File: src/rtl/stream_pkg.sv
// Shared types for the two-input stream arbiter.
// Latency: n/a (types and constants only).
// Backpressure: n/a.
package stream_pkg;

   // Arbiter packet state: no packet open, or a packet open from a / b.
   typedef enum logic [1:0] {
      IDLE   = 2'd0,
      LOCK_A = 2'd1,
      LOCK_B = 2'd2
   } state_t;

   // Source encoding, shared by f_src and sel.
   localparam logic SRC_A = 1'b0;
   localparam logic SRC_B = 1'b1;

   // The source that gets priority after a packet from src closes.
   function automatic logic other_src(input logic src);
      return ~src;
   endfunction

endpackage

File: src/rtl/stream_arb_2x1_if.sv
// Bundle of the two input streams, the merged output stream and the mux select.
// Latency: n/a (wires only).
// Backpressure: ready from the arbiter to each input, f_ready from the sink into the arbiter.
// Ports: a_*/b_* input streams, f_* merged output stream, sel downstream mux select.
// Modports: slave = arbiter side (consumes a/b, produces f and sel);
//           master = environment side (sources a/b, sinks f).
interface stream_arb_2x1_if #(
   parameter int WIDTH = 8
);
   logic             a_valid;
   logic [WIDTH-1:0] a_data;
   logic             a_last;
   logic             a_ready;
   logic             b_valid;
   logic [WIDTH-1:0] b_data;
   logic             b_last;
   logic             b_ready;
   logic             f_valid;
   logic [WIDTH-1:0] f_data;
   logic             f_last;
   logic             f_src;
   logic             f_ready;
   logic             sel;

   modport slave (
      input  a_valid, a_data, a_last,
      input  b_valid, b_data, b_last,
      input  f_ready,
      output a_ready, b_ready,
      output f_valid, f_data, f_last, f_src,
      output sel
   );

   modport master (
      output a_valid, a_data, a_last,
      output b_valid, b_data, b_last,
      output f_ready,
      input  a_ready, b_ready,
      input  f_valid, f_data, f_last, f_src,
      input  sel
   );
endinterface

File: src/rtl/rr_grant_2.sv
// Combinational two-way grant: packet lock first, then single requester, then priority.
// Latency: 0 cycles (pure combinational).
// Backpressure: none here; the grant is qualified by can_load in the arbiter.
// Ports: i_a_valid/i_b_valid requests, i_prio favoured source, i_state packet state,
//        i_last_sel grant of the previous cycle, o_grant selected source (0 = a, 1 = b).
module rr_grant_2
   import stream_pkg::*;
(
   input  logic   i_a_valid,
   input  logic   i_b_valid,
   input  logic   i_prio,
   input  state_t i_state,
   input  logic   i_last_sel,
   output logic   o_grant
);

   always_comb begin
      o_grant = i_last_sel;
      case (i_state)
         LOCK_A:  o_grant = SRC_A;
         LOCK_B:  o_grant = SRC_B;
         default: begin
            if (i_a_valid && i_b_valid) begin
               o_grant = i_prio;
            end else if (i_a_valid) begin
               o_grant = SRC_A;
            end else if (i_b_valid) begin
               o_grant = SRC_B;
            end
            // No requester: keep the previous select so the mux does not toggle.
         end
      endcase
   end

endmodule

File: src/rtl/stream_arb_2x1.sv
// Round-robin 2:1 stream merge with packet lock and a registered output stage.
// Latency: 1 cycle (beat accepted at an edge is on f right after that edge).
// Backpressure: readies drop while the output register is full and f_ready is low.
// Ports: clk, rst (async, active high); bus = slave modport carrying a/b inputs,
//        f output stream and sel (the downstream mux select, equal to the current grant).
module stream_arb_2x1
   import stream_pkg::*;
#(
   parameter int WIDTH = 8
) (
   input  logic                  clk,
   input  logic                  rst,
   stream_arb_2x1_if.slave       bus
);

   state_t           r_state;
   logic             r_prio;
   logic             r_sel;
   logic             r_f_valid;
   logic [WIDTH-1:0] r_f_data;
   logic             r_f_last;
   logic             r_f_src;

   logic             w_grant;
   logic             w_can_load;
   logic             w_src_valid;
   logic [WIDTH-1:0] w_src_data;
   logic             w_src_last;
   logic             w_accept;

   rr_grant_2 u_grant (
      .i_a_valid  (bus.a_valid),
      .i_b_valid  (bus.b_valid),
      .i_prio     (r_prio),
      .i_state    (r_state),
      .i_last_sel (r_sel),
      .o_grant    (w_grant)
   );

   // The register can take a beat when empty or when its current beat leaves this cycle.
   assign w_can_load  = !r_f_valid || bus.f_ready;

   assign w_src_valid = (w_grant == SRC_B) ? bus.b_valid : bus.a_valid;
   assign w_src_data  = (w_grant == SRC_B) ? bus.b_data  : bus.a_data;
   assign w_src_last  = (w_grant == SRC_B) ? bus.b_last  : bus.a_last;
   assign w_accept    = w_can_load && w_src_valid;

   assign bus.a_ready = w_can_load && (w_grant == SRC_A);
   assign bus.b_ready = w_can_load && (w_grant == SRC_B);
   assign bus.sel     = w_grant;
   assign bus.f_valid = r_f_valid;
   assign bus.f_data  = r_f_data;
   assign bus.f_last  = r_f_last;
   assign bus.f_src   = r_f_src;

   always_ff @(posedge clk or posedge rst) begin
      if (rst) begin
         r_state   <= IDLE;
         r_prio    <= SRC_A;
         r_sel     <= SRC_A;
         r_f_valid <= 1'b0;
         r_f_data  <= '0;
         r_f_last  <= 1'b0;
         r_f_src   <= SRC_A;
      end else begin
         r_sel <= w_grant;
         if (w_accept) begin
            r_f_valid <= 1'b1;
            r_f_data  <= w_src_data;
            r_f_last  <= w_src_last;
            r_f_src   <= w_grant;
            if (w_src_last) begin
               // Packet closed: hand priority to the other input.
               r_state <= IDLE;
               r_prio  <= other_src(w_grant);
            end else begin
               r_state <= (w_grant == SRC_B) ? LOCK_B : LOCK_A;
            end
         end else if (bus.f_ready) begin
            r_f_valid <= 1'b0;
         end
      end
   end

endmodule

File: src/flat_wrapper.sv
// flat-port wrapper written by rule: the top's interface ports become plain ports
module stream_arb_2x1_flat import stream_pkg::*;
#(
   parameter int WIDTH = 8
)
  (clk, rst, bus_a_valid, bus_a_data, bus_a_last, bus_b_valid, bus_b_data, bus_b_last, bus_f_ready, bus_a_ready, bus_b_ready, bus_f_valid, bus_f_data, bus_f_last, bus_f_src, bus_sel);
  stream_arb_2x1_if #(.WIDTH(WIDTH)) bus_i ();
  input  logic clk;
  input  logic rst;
  input wire logic [$bits(bus_i.a_valid)-1:0] bus_a_valid;
  input wire logic [$bits(bus_i.a_data)-1:0] bus_a_data;
  input wire logic [$bits(bus_i.a_last)-1:0] bus_a_last;
  input wire logic [$bits(bus_i.b_valid)-1:0] bus_b_valid;
  input wire logic [$bits(bus_i.b_data)-1:0] bus_b_data;
  input wire logic [$bits(bus_i.b_last)-1:0] bus_b_last;
  input wire logic [$bits(bus_i.f_ready)-1:0] bus_f_ready;
  output wire logic [$bits(bus_i.a_ready)-1:0] bus_a_ready;
  output wire logic [$bits(bus_i.b_ready)-1:0] bus_b_ready;
  output wire logic [$bits(bus_i.f_valid)-1:0] bus_f_valid;
  output wire logic [$bits(bus_i.f_data)-1:0] bus_f_data;
  output wire logic [$bits(bus_i.f_last)-1:0] bus_f_last;
  output wire logic [$bits(bus_i.f_src)-1:0] bus_f_src;
  output wire logic [$bits(bus_i.sel)-1:0] bus_sel;
  assign bus_i.a_valid = bus_a_valid;
  assign bus_i.a_data = bus_a_data;
  assign bus_i.a_last = bus_a_last;
  assign bus_i.b_valid = bus_b_valid;
  assign bus_i.b_data = bus_b_data;
  assign bus_i.b_last = bus_b_last;
  assign bus_i.f_ready = bus_f_ready;
  assign bus_a_ready = bus_i.a_ready;
  assign bus_b_ready = bus_i.b_ready;
  assign bus_f_valid = bus_i.f_valid;
  assign bus_f_data = bus_i.f_data;
  assign bus_f_last = bus_i.f_last;
  assign bus_f_src = bus_i.f_src;
  assign bus_sel = bus_i.sel;
  stream_arb_2x1 #(.WIDTH(WIDTH)) u_core (.clk(clk), .rst(rst), .bus(bus_i));
endmodule
File: config.mk
export PLATFORM = sky130hd
export DESIGN_NAME = stream_arb_2x1_flat
export DESIGN_NICKNAME = d
export VERILOG_FILES = /design/src/rtl/stream_pkg.sv /design/src/rtl/stream_arb_2x1_if.sv /design/src/rtl/rr_grant_2.sv /design/src/rtl/stream_arb_2x1.sv /design/src/flat_wrapper.sv
export SDC_FILE = /design/constraint.sdc
export NUM_CORES = 1
export LEC_CHECK = 0
export BUFFER_PORTS_ARGS = -buffer_cell sky130_fd_sc_hd__buf_4
export CAP_MARGIN = 10
export CORE_MARGIN = 10
export CORE_UTILIZATION = 35
export CTS_BUF_LIST = sky130_fd_sc_hd__clkbuf_4 sky130_fd_sc_hd__clkbuf_8
export CTS_CLUSTER_DIAMETER = 80
export DETAILED_ROUTE_END_ITERATION = 8
export GPL_ROUTABILITY_DRIVEN = 1
export PLACE_DENSITY_LB_ADDON = 0.12
export SKIP_LAST_GASP = 1
export SYNTH_ARGS = -nofsm -noshare
export SYNTH_HDL_FRONTEND = slang
export SYNTH_HIERARCHICAL = 1
export SYNTH_SLANG_ARGS = --single-unit
File: constraint.sdc
create_clock -name clk -period 2.6 [get_ports clk]
set_input_delay 0.52 -clock clk [delete_from_list [all_inputs] [get_ports clk]]
set_output_delay 0.52 -clock clk [all_outputs]
set_load 0.05 [all_outputs]
Word level (Yosys, flattened, before mapping) --
Cells that the tools add are included.
Word-level totals: logic and storage cells 29, input bits 23, register bits after elaboration 15
Operators by class: muxes and demuxes 11, reductions and logical operators 8, bitwise logic cells 1, equal/unequal tests 2
Operator list (count):
- $mux 8 | 1
- $mux 1 | 7
- $logic_and 1x1->1 | 4
- $mux 2 | 2
- $eq 2x1->1 const B | 1
- $eq 2x2->1 const B | 1
- $pmux 1 s2 | 1
- $reduce_and 2->1 | 1
- $reduce_bool 2->1 | 1
- $logic_not 1->1 | 1
- $logic_or 1x1->1 | 1
- $not 1->1 | 1

Longest topological paths before layout --
Gate-level depths: netlist of the first run.
depth after elaboration 7, mapped depth 8, depth with buffers taken out 7

Hierarchy --
Netlist of the first run, hierarchy kept.
Modules (own cells, without submodules):
- stream_arb_2x1 | area each 770.7 um2, times used 1, cells an instance 54
- rr_grant_2 | area each 43.8 um2, times used 1, cells an instance 7

Worst setup path after synthesis of the first run --
No wires, ideal clock.
path type register -> output, start register u_core.r_state[1], end output port bus_b_ready, path buffers 2, data arrival time 2.664 ns, cell stages (with the launch flop) 8, slack -0.584 ns, path through dfrtp_1 ha_1 o21ai_1 o22ai_1 buf_6 buf_4 inv_2 nor2_1
Between the ends: cells in the longest elaborated chain, start to end 3
RTL lines:
- start: declaration | line stream_arb_2x1.sv:16 | state_t r_state;
- start signal: assignment | line stream_arb_2x1.sv:77 | r_state <= (w_grant == SRC_B) ? LOCK_B : LOCK_A;
- $eq 2x2->1 or $eq 2x1->1 (tied branches) | line rr_grant_2.sv:19 | case (i_state)
- $pmux 1 s2 * | line rr_grant_2.sv:19
- net bus_sel | line flat_wrapper.sv:23 | output wire logic [$bits(bus_i.sel)-1:0] bus_sel;
- $logic_and 1x1->1 * | line stream_arb_2x1.sv:49 | assign bus.b_ready = w_can_load && (w_grant == SRC_B);
- end: declaration | line flat_wrapper.sv:18 | output wire logic [$bits(bus_i.b_ready)-1:0] bus_b_ready;
The timed path passes the listed nets; every way through them passes the cells marked *.

Final worst setup path of the first run --
start register u_core.r_state[1], end output port bus_b_ready
Between the ends: cells in the longest elaborated chain, start to end 3
RTL lines (line):
- $eq 2x2->1 or $eq 2x1->1 (tied branches) | rr_grant_2.sv:19
- $pmux 1 s2 * | rr_grant_2.sv:19
- $logic_and 1x1->1 * | stream_arb_2x1.sv:49
Mark *: on every way between the ends. The rest lies on a longest branch, timed or not.

==> flow_summary.ini, run 1 <==
[power]
power_frac_comb_pct = 68.0
ir_drop_mv = 0.691
switching_share_pct = 49.0
pwr-share-clk_pct = 8.4
power_leakage_uw = 0.000557
power.internal_uw = 903
switchingPower_uw = 869
seqPwrFrac_pct = 23.6
finalPower_uw = 1770
p_per_area_mw_per_mm2 = 1540

[synthesis]
syn_area_um2 = 815
syn-instance-count = 61
syn_nets = 85
yosys_warnings = 6
synth.avg_cell_area_um2 = 13.4
ys_seq_area_share_pct = 46.1
ys_ff_latch = 15
synth-async-reset-ratio_pct = 100
yosysUniqueCellTypes = 25
synth_edf_count = 0
synth_ff_type = dfrtp_1

[clock_tree]
ctsResizeCount = 0
clk_pin_slew_worst_paths_ps = 90
cts-root-buf = clkbuf_4
cts_buffers = 3
clock-sinks = 15
worstSkewPairLatency_ps = 290
post-cts-setup-buffers = 0
htree_levels = 1
ctsHoldBuffers = 0
cts_tree = built
cts_max_path_buffers = 2

[sta]
finalHoldViolCount = 0
worst-slew-pin-transition_ps = 596
min_period_over_period_pct = 92.6
slew_headroom_pct = 60.2
finalSetupTns_ps = 0
drv_slew = 0
rsz0062_at_grt = no
fmax_mhz = 415
setup_violations = 0
clock_skew_ps = 5.21
period_minus_slack_ps = 2410

[final_layout]
diodes = 0
fin_nets = 125
area_growth_pct = 41.2
layout-drive-gt1-share_pct = 61.0

[routing]
post_drt_wl_per_cell_um = 15.4
vias = 626
antenna_left = 0
drcViolationCount = 0
via_per_inst = 4.89
dr.pass1.iters = 4
first_iter_violations = 15
drt-total-wl_um = 1970

[status]
status = finished, final reports clean

[worst_setup_path]
worst_setup_path_start_kind = flip-flop
r2r.worst_path.cells = 6
cp_max_fo = 9
required_ps = 2080
critPathCaptureType = output port
rrSetupSlack_ps = 430
reg2reg_from = u_core/r_state[1]
path_class = flip-flop to output port
arrival_ps = 1890
timing.rr.end = u_core/bus.f_data[6]

[die]
io_pins = 37
initial_core_util_pct = 36.8
die_h_um = 68.2
dieWidth_um = 68.2
core-area_mm2 = 0.00221
die-area_mm2 = 0.00466
num_rows = 17

[run]
maxCapViolCount = 0

[global_route]
grt_pass1_vias = 724
grt_max_degree = 16
antenna_found_initial = 0
overflow = 0
gr-usage-all-layers_pct = 9.11
grt_pass1_wl_um = 3220

[placed_design]
dp_hpwl_um = 1570
place.gp.congestion = 0.764
portBuffers = 36

[hold_path]
hold_class = input port to asynchronous set/reset pin
-- cells in the final DEF, fill, tap and decap left out, types with 2 or more instances in the layout --
cell type,n
inv_2,2
dfrtp_1,15
o41ai_1,2
mux2_4,9
mux2_2,3
inv_1,3
nand2_1,2
mux2_1,6
clkbuf_4,4
o21ai_0,2
buf_4,38
-- power groups by stage --
stage	Combinational [uW]	Clock, uW	Sequential (uW)
after floorplan	638	0	715
after global placement	1220	0	421
after detailed placement	1220	0	425
after CTS	1220	157	422
after global routing	1280	161	436
final	1200	148	419
-- final cells by class --
cell class | count | area, um2
tap | 28 | 35.0
timing repair buffer | 38 | 285
sequential | 15 | 375
multi-input combinational | 38 | 405
inverter | 5 | 18.8
clock buffer | 4 | 30.0
fill | 217 | 1060
-- Yosys cell counts (2+ instances only) --
cell	n	area share, %
inv_1	3	1.4
o41ai_1	2	2.2
inv_2	2	0.92
o21ai_0	2	1.2
mux2_1	6	8.3
dfrtp_1	15	46
nand2_1	2	0.92
mux2_4	9	17
mux2_2	3	4.1
nor2_1	2	0.92
-- stage by stage --
| step | std cells | instance area, um2 | setup slack, ps | hold slack [ps] | util [%] |
|---|---|---|---|---|---|
| 2_1_floorplan | 61 | 823 | 15.1 | 421 | - |
| 3_3_place_gp | 124 | 1120 | 432 | 497 | 50.6 |
| 3_5_place_dp | 124 | 1120 | 395 | 501 | 50.6 |
| 4_1_cts | 128 | 1150 | 159 | 306 | 52.0 |
| 5_1_grt | 128 | 1150 | 50.2 | 337 | 52.0 |
| 6_report | 128 | 1150 | 193 | 292 | 52.0 |
-- sequential cells by signal, summed over array words and instances, names as in the netlist --
register and count:
u_core/bus.f_data 8, u_core/bus.f_src 1, u_core/r_prio 1, u_core/bus.f_last 1, u_core/r_state 2, u_core/r_sel 1
u_core/bus.f_valid 1
-- per-layer routing --
metal	GRT usage (%)	routed length (um)	up-vias
li1	-	-	295
met1	10.8	825	306
met2	14.0	943	21
met3	3.26	158	4
met4	5.28	37	0
met5	0	0	-
-- worst max-delay path by stage --
stage	slack, ps	end	depth (start not counted)	start
global route	50	bus_b_ready	6	u_core/r_state[1]
global placement	430	u_core/bus.f_data[1]	7	bus_a_valid
detailed placement	400	u_core/bus.f_data[2]	7	bus_a_valid
finish	190	bus_b_ready	6	u_core/r_state[1]
floorplan	20	bus_b_ready	7	u_core/r_state[1]
CTS	160	bus_b_ready	6	u_core/r_state[1]
-- worst max-delay path, stage by stage (launching register included) --
cell and delay, ps:
dfrtp_1 400, ha_1 310, o21ai_1 80, o22ai_2 400, inv_2 100, nor2_2 120, buf_4 200
-- kinds of logic (layout without fill, tap and decap cells) --
family	Yosys count	after routing	share of synthesized area, %
muxes	19	19	31.8
DFF	15	15	46.1
AOI/OAI and AO/OA	10	10	8.76
and+or+nand+nor	8	8	6.61
buffers and inverters	8	47	5.22
adders and majority gates	1	1	1.54
Power figures use the tool's default switching activity.
==> inputs of run 2 (changes only) <==
--- a/config.mk
+++ b/config.mk
@@ -13,6 +13,7 @@
 export CTS_CLUSTER_DIAMETER = 80
 export DETAILED_ROUTE_END_ITERATION = 8
 export GPL_ROUTABILITY_DRIVEN = 1
+export MAX_ROUTING_LAYER = met4
 export PLACE_DENSITY_LB_ADDON = 0.12
 export SKIP_LAST_GASP = 1
 export SYNTH_ARGS = -nofsm -noshare
==> constraint.sdc (replaced) <==
create_clock -name clk -period 2 [get_ports clk]
set_input_delay 0.4 -clock clk [delete_from_list [all_inputs] [get_ports clk]]
set_output_delay 0.4 -clock clk [all_outputs]
set_load 0.05 [all_outputs]
==> flow_summary.ini, run 2 (same netlist as run 1, synthesis figures left out) <==
[sta]
period_minus_slack_ps = 1990
worst-slew-pin-transition_ps = 582
min_period_over_period_pct = 99.7
finalHoldViolCount = 0
fmax_mhz = 501
setup_violations = 0
slew_headroom_pct = 61.2
rsz0062_at_grt = yes
finalSetupTns_ps = 0
clock_skew_ps = 1.56
drv_slew = 0

[worst_setup_path]
arrival_ps = 1590
required_ps = 1600
timing.rr.end = u_core/bus.f_data[1]
cp_max_fo = 4
r2r.worst_path.cells = 7
crit_chain = ha_4 > o21ai_2 > o22ai_4 > buf_12 > inv_2 > nor2_4 > buf_6
slowest_stage = dfrtp_1
path_class = flip-flop to output port
reg2reg_from = u_core/r_state[1]
critPathCaptureType = output port
worst_setup_path_start_kind = flip-flop
rrSetupSlack_ps = 100
max_stage_delay_ps = 410

[power]
p_per_area_mw_per_mm2 = 2060
power_leakage_uw = 0.000586
ir_drop_mv = 1.12

[final_layout]
layout-drive-gt1-share_pct = 66.3
diodes = 0
mostFrequentLayoutCell = buf_4
largest_reg_flops = 8
utilization_pct = 55.8
stdcell_area_mm2 = 0.00123
final_cell_mix = buf_4, dfrtp_1, mux2_4, mux2_1, clkbuf_4
area_growth_pct = 51.6
final_cells = 132
fin_nets = 129

[routing]
post_drt_wl_per_cell_um = 15.2
drt-total-wl_um = 2010
drcViolationCount = 0
first_iter_violations = 37
dr.pass1.iters = 4
via_per_inst = 4.96
antenna_left = 0
vias = 655

[placed_design]
dp.cells = 125
dp_hpwl_um = 1610
place_area_mm2 = 0.00117
portBuffers = 36
place.gp.congestion = 0.872

[global_route]
grt_pass1_vias = 726
grt_max_degree = 16
antenna_found_initial = 0
grt_pass1_wl_um = 3360
overflow = 0
gr-usage-all-layers_pct = 9.69

[clock_tree]
htree_levels = 1
cts-root-buf = clkbuf_4
clk_pin_slew_worst_paths_ps = 80
clock-sinks = 15
cts_max_path_buffers = 2
cts_buffers = 3
ctsHoldBuffers = 0
worstSkewPairLatency_ps = 270
cts_tree = built

[die]
io_pins = 37
die_h_um = 68.2
initial_core_util_pct = 36.8
core-area_mm2 = 0.00221
dieWidth_um = 68.2
die-area_mm2 = 0.00466
num_rows = 17

[hold_path]
hold_class = input port to asynchronous set/reset pin

[status]
status = finished, final reports clean

[run]
maxCapViolCount = 0
run 2: cell types whose count changed in the layout (fill, tap and decap cells not counted), sizes merged:
cell	delta
buf	+4
run 2: cell type report:
type                            instances  area (um2)
Fill cell                             198         977
Multi-Input combinational cell         38         437
Sequential cell                        15         375
Timing Repair Buffer                   42         339
Tap cell                               28        35.0
Clock buffer                            4        30.0
Inverter                                5        18.8
run 2: how the worst max path moves through the flow:
stage	end	start	cells after the start
3_5_place_dp	bus_b_ready	u_core/r_state[1]	7
5_1_grt	bus_b_ready	u_core/r_state[1]	7
2_1_floorplan	bus_b_ready	u_core/r_state[1]	7
3_3_place_gp	bus_b_ready	u_core/r_state[1]	7
4_1_cts	bus_b_ready	u_core/r_state[1]	7
6_report	bus_b_ready	u_core/r_state[1]	7
run 2: report_power, final:
part	total (uW)	switching [uW]	leakage [uW]	internal, uW
clock network	179	88.7	0.0000184	90.7
logic	1820	1020	0.000390	802
registers	550	93.1	0.000178	457
total	2550	1200	0.000586	1350
run 2: repair_timing:
item | in CTS | in global routing
pin swaps | 1 | 0
buffers inserted | 3 | 0
gates resized for setup | 2 | 2
hold endpoints to repair | 0 | 0
endpoints found under the setup margin | 2 | 3
run 2: per-stage QoR:
step                      hold WS (ps)  setup WS (ps)  total power, uW
after floorplan                    301           -140             1860
after global placement             495            140             2270
after detailed placement           492            110             2290
after CTS                          202          -8.55             2570
after global routing               229          -89.2             2700
final                              184           5.28             2550
run 2: critical path, delay by kind of cell (launching register included):
kind	cells	cell delay (ps)
flops	1	410
buf+inv	3	340
fa+ha+maj	1	300
compound gates	2	200
simple gates	1	70
run 2: per-layer routing:
metal  routed length, um  global-route usage, %
met1                 798                   11.0
met2                1030                   15.6
met3                 167                   2.94
met4                  16                   3.77
met5                   0                      -
==> inputs of run 3 (changes only) <==
--- a/config.mk
+++ b/config.mk
@@ -5,13 +5,13 @@
 export SDC_FILE = /design/constraint.sdc
 export NUM_CORES = 1
 export LEC_CHECK = 0
-export BUFFER_PORTS_ARGS = -buffer_cell sky130_fd_sc_hd__buf_4
 export CAP_MARGIN = 10
 export CORE_MARGIN = 10
 export CORE_UTILIZATION = 35
 export CTS_BUF_LIST = sky130_fd_sc_hd__clkbuf_4 sky130_fd_sc_hd__clkbuf_8
 export CTS_CLUSTER_DIAMETER = 80
 export DETAILED_ROUTE_END_ITERATION = 8
+export DONT_BUFFER_PORTS = 1
 export GPL_ROUTABILITY_DRIVEN = 1
 export MAX_ROUTING_LAYER = met4
 export PLACE_DENSITY_LB_ADDON = 0.12
==> constraint.sdc (replaced) <==
create_clock -name clk -period 2 [get_ports clk]
set_input_delay 0.4 -clock clk [delete_from_list [all_inputs] [get_ports clk]]
set_output_delay 0.4 -clock clk [all_outputs]
set_load 0.01 [all_outputs]
==> flow_summary.ini, run 3 (same netlist as run 1, synthesis figures left out) <==
[routing]
post_drt_wl_per_cell_um = 19.5
vias = 494
drcViolationCount = 0
drt-total-wl_um = 1900
first_iter_violations = 13
dr.pass1.iters = 4
antenna_left = 0
via_per_inst = 5.09

[clock_tree]
clk_pin_slew_worst_paths_ps = 90
cts_tree = built
worstSkewPairLatency_ps = 280
cts_buffers = 3
cts_max_path_buffers = 2
htree_levels = 1
clock-sinks = 15
cts-root-buf = clkbuf_4

[die]
die_h_um = 68.2
die-area_mm2 = 0.00466
core-area_mm2 = 0.00221
io_pins = 37
dieWidth_um = 68.2
num_rows = 17
initial_core_util_pct = 36.8

[power]
p_per_area_mw_per_mm2 = 1840
ir_drop_mv = 0.812
finalPower_uw = 1760
power_leakage_uw = 0.000415

[worst_setup_path]
slowest_stage = dfrtp_1
path_class = flip-flop to output port
cp_max_fo = 6
arrival_ps = 1570
worst_setup_path_start_kind = flip-flop
required_ps = 1600
crit_top_cell = buf_6
max_stage_delay_ps = 420
crit_chain = ha_4 > o21ai_2 > o22ai_2 > buf_6 > nor2_4 > buf_6
critPathCaptureType = output port

[status]
status = finished, final reports clean

[run]
maxCapViolCount = 0

[final_layout]
largest_reg_flops = 8
diodes = 0
area_growth_pct = 17.2
final_cell_mix = dfrtp_1, mux2_4, mux2_1, clkbuf_4, buf_4
layout-drive-gt1-share_pct = 50.7
fin_nets = 94
mostFrequentLayoutCell = dfrtp_1
final_cells = 97
utilization_pct = 43.2

[placed_design]
portBuffers = 0
dp.cells = 90
dp_hpwl_um = 1460
place_ws_ps = 77.1
place.gp.congestion = 0.848

[sta]
period_minus_slack_ps = 1970
fmax_mhz = 508
drv_slew = 0
clock_skew_ps = 9.75
setup_violations = 0
rsz0062_at_grt = yes
hold_ws_ps = 55.2
fin_ws_ps = 31.5
slew_headroom_pct = 60.4
min_period_over_period_pct = 98.4
worst-slew-pin-transition_ps = 594
finalHoldViolCount = 0

[global_route]
gr-usage-all-layers_pct = 9.21
overflow = 0
grt_pass1_wl_um = 3060
antenna_found_initial = 0
grt_max_degree = 16
grt_pass1_vias = 587

[hold_path]
hold_class = input port to asynchronous set/reset pin
## run 3: worst paths after layout
kind | start | end | slack [ps] | cells after the start
max in group asynchronous | rst | u_core/r_state[0] | 1550 | 1
min in group clk | bus_b_last | u_core/r_state[1] | 190 | 1
min | rst | u_core/bus.f_last | 60 | 1
max reg2reg | u_core/r_state[1] | u_core/bus.f_data[6] | 60 | 7
min reg2reg | u_core/r_state[0] | u_core/r_state[0] | 530 | 2
max | u_core/r_state[1] | bus_a_ready | 30 | 6
## run 3: metrics by stage
| step | TNS (ps) | area [um2] |
|---|---|---|
| 3_3_place_gp | 0 | 862 |
| 2_1_floorplan | 0 | 821 |
| 6_report | 0 | 955 |
| 5_1_grt | -158 | 955 |
| 3_5_place_dp | 0 | 862 |
| 4_1_cts | -11.7 | 947 |
## run 3: per-layer routing
layer  share of wire [%]  vias to the layer above  GRT usage, %
met5                   0                        -             -
met4                0.69                        0          2.26
met3                 9.2                        2          5.22
met2                  48                       19          13.8
met1                  42                      240          10.4
li1                    -                      233             -
## run 3: area by class of cell
| type | count | area (um2) |
|---|---|---|
| fillers | 228 | 1260 |
| multi-input cells | 38 | 432 |
| flip-flops and latches | 15 | 375 |
| repair buffers | 7 | 63.8 |
| well taps | 28 | 35.0 |
| clock buffers | 4 | 30.0 |
| inverters | 5 | 18.8 |
## run 3: report_power, final
part / internal (uW) / switching, uW
registers: 457 / 170
logic: 554 / 391
clock network: 91.0 / 97.3
## run 3: critical path, delay by kind of cell, from the launching register on
kind                     cells  cell delay [ps]
flip-flops                   1              420
buffers and inverters        2              320
adder cells (fa/ha/maj)      1              290
AO/OA/AOI/OAI                2              210
AND/OR/NAND/NOR              1               40
## run 3: timing repair
item | in CTS | in global routing
pin swaps | 3 | 2
resized for setup | 9 | 1
hold buffers | 0 | 0
endpoints found under the setup margin | 2 | 12
setup buffers | 2 | 1
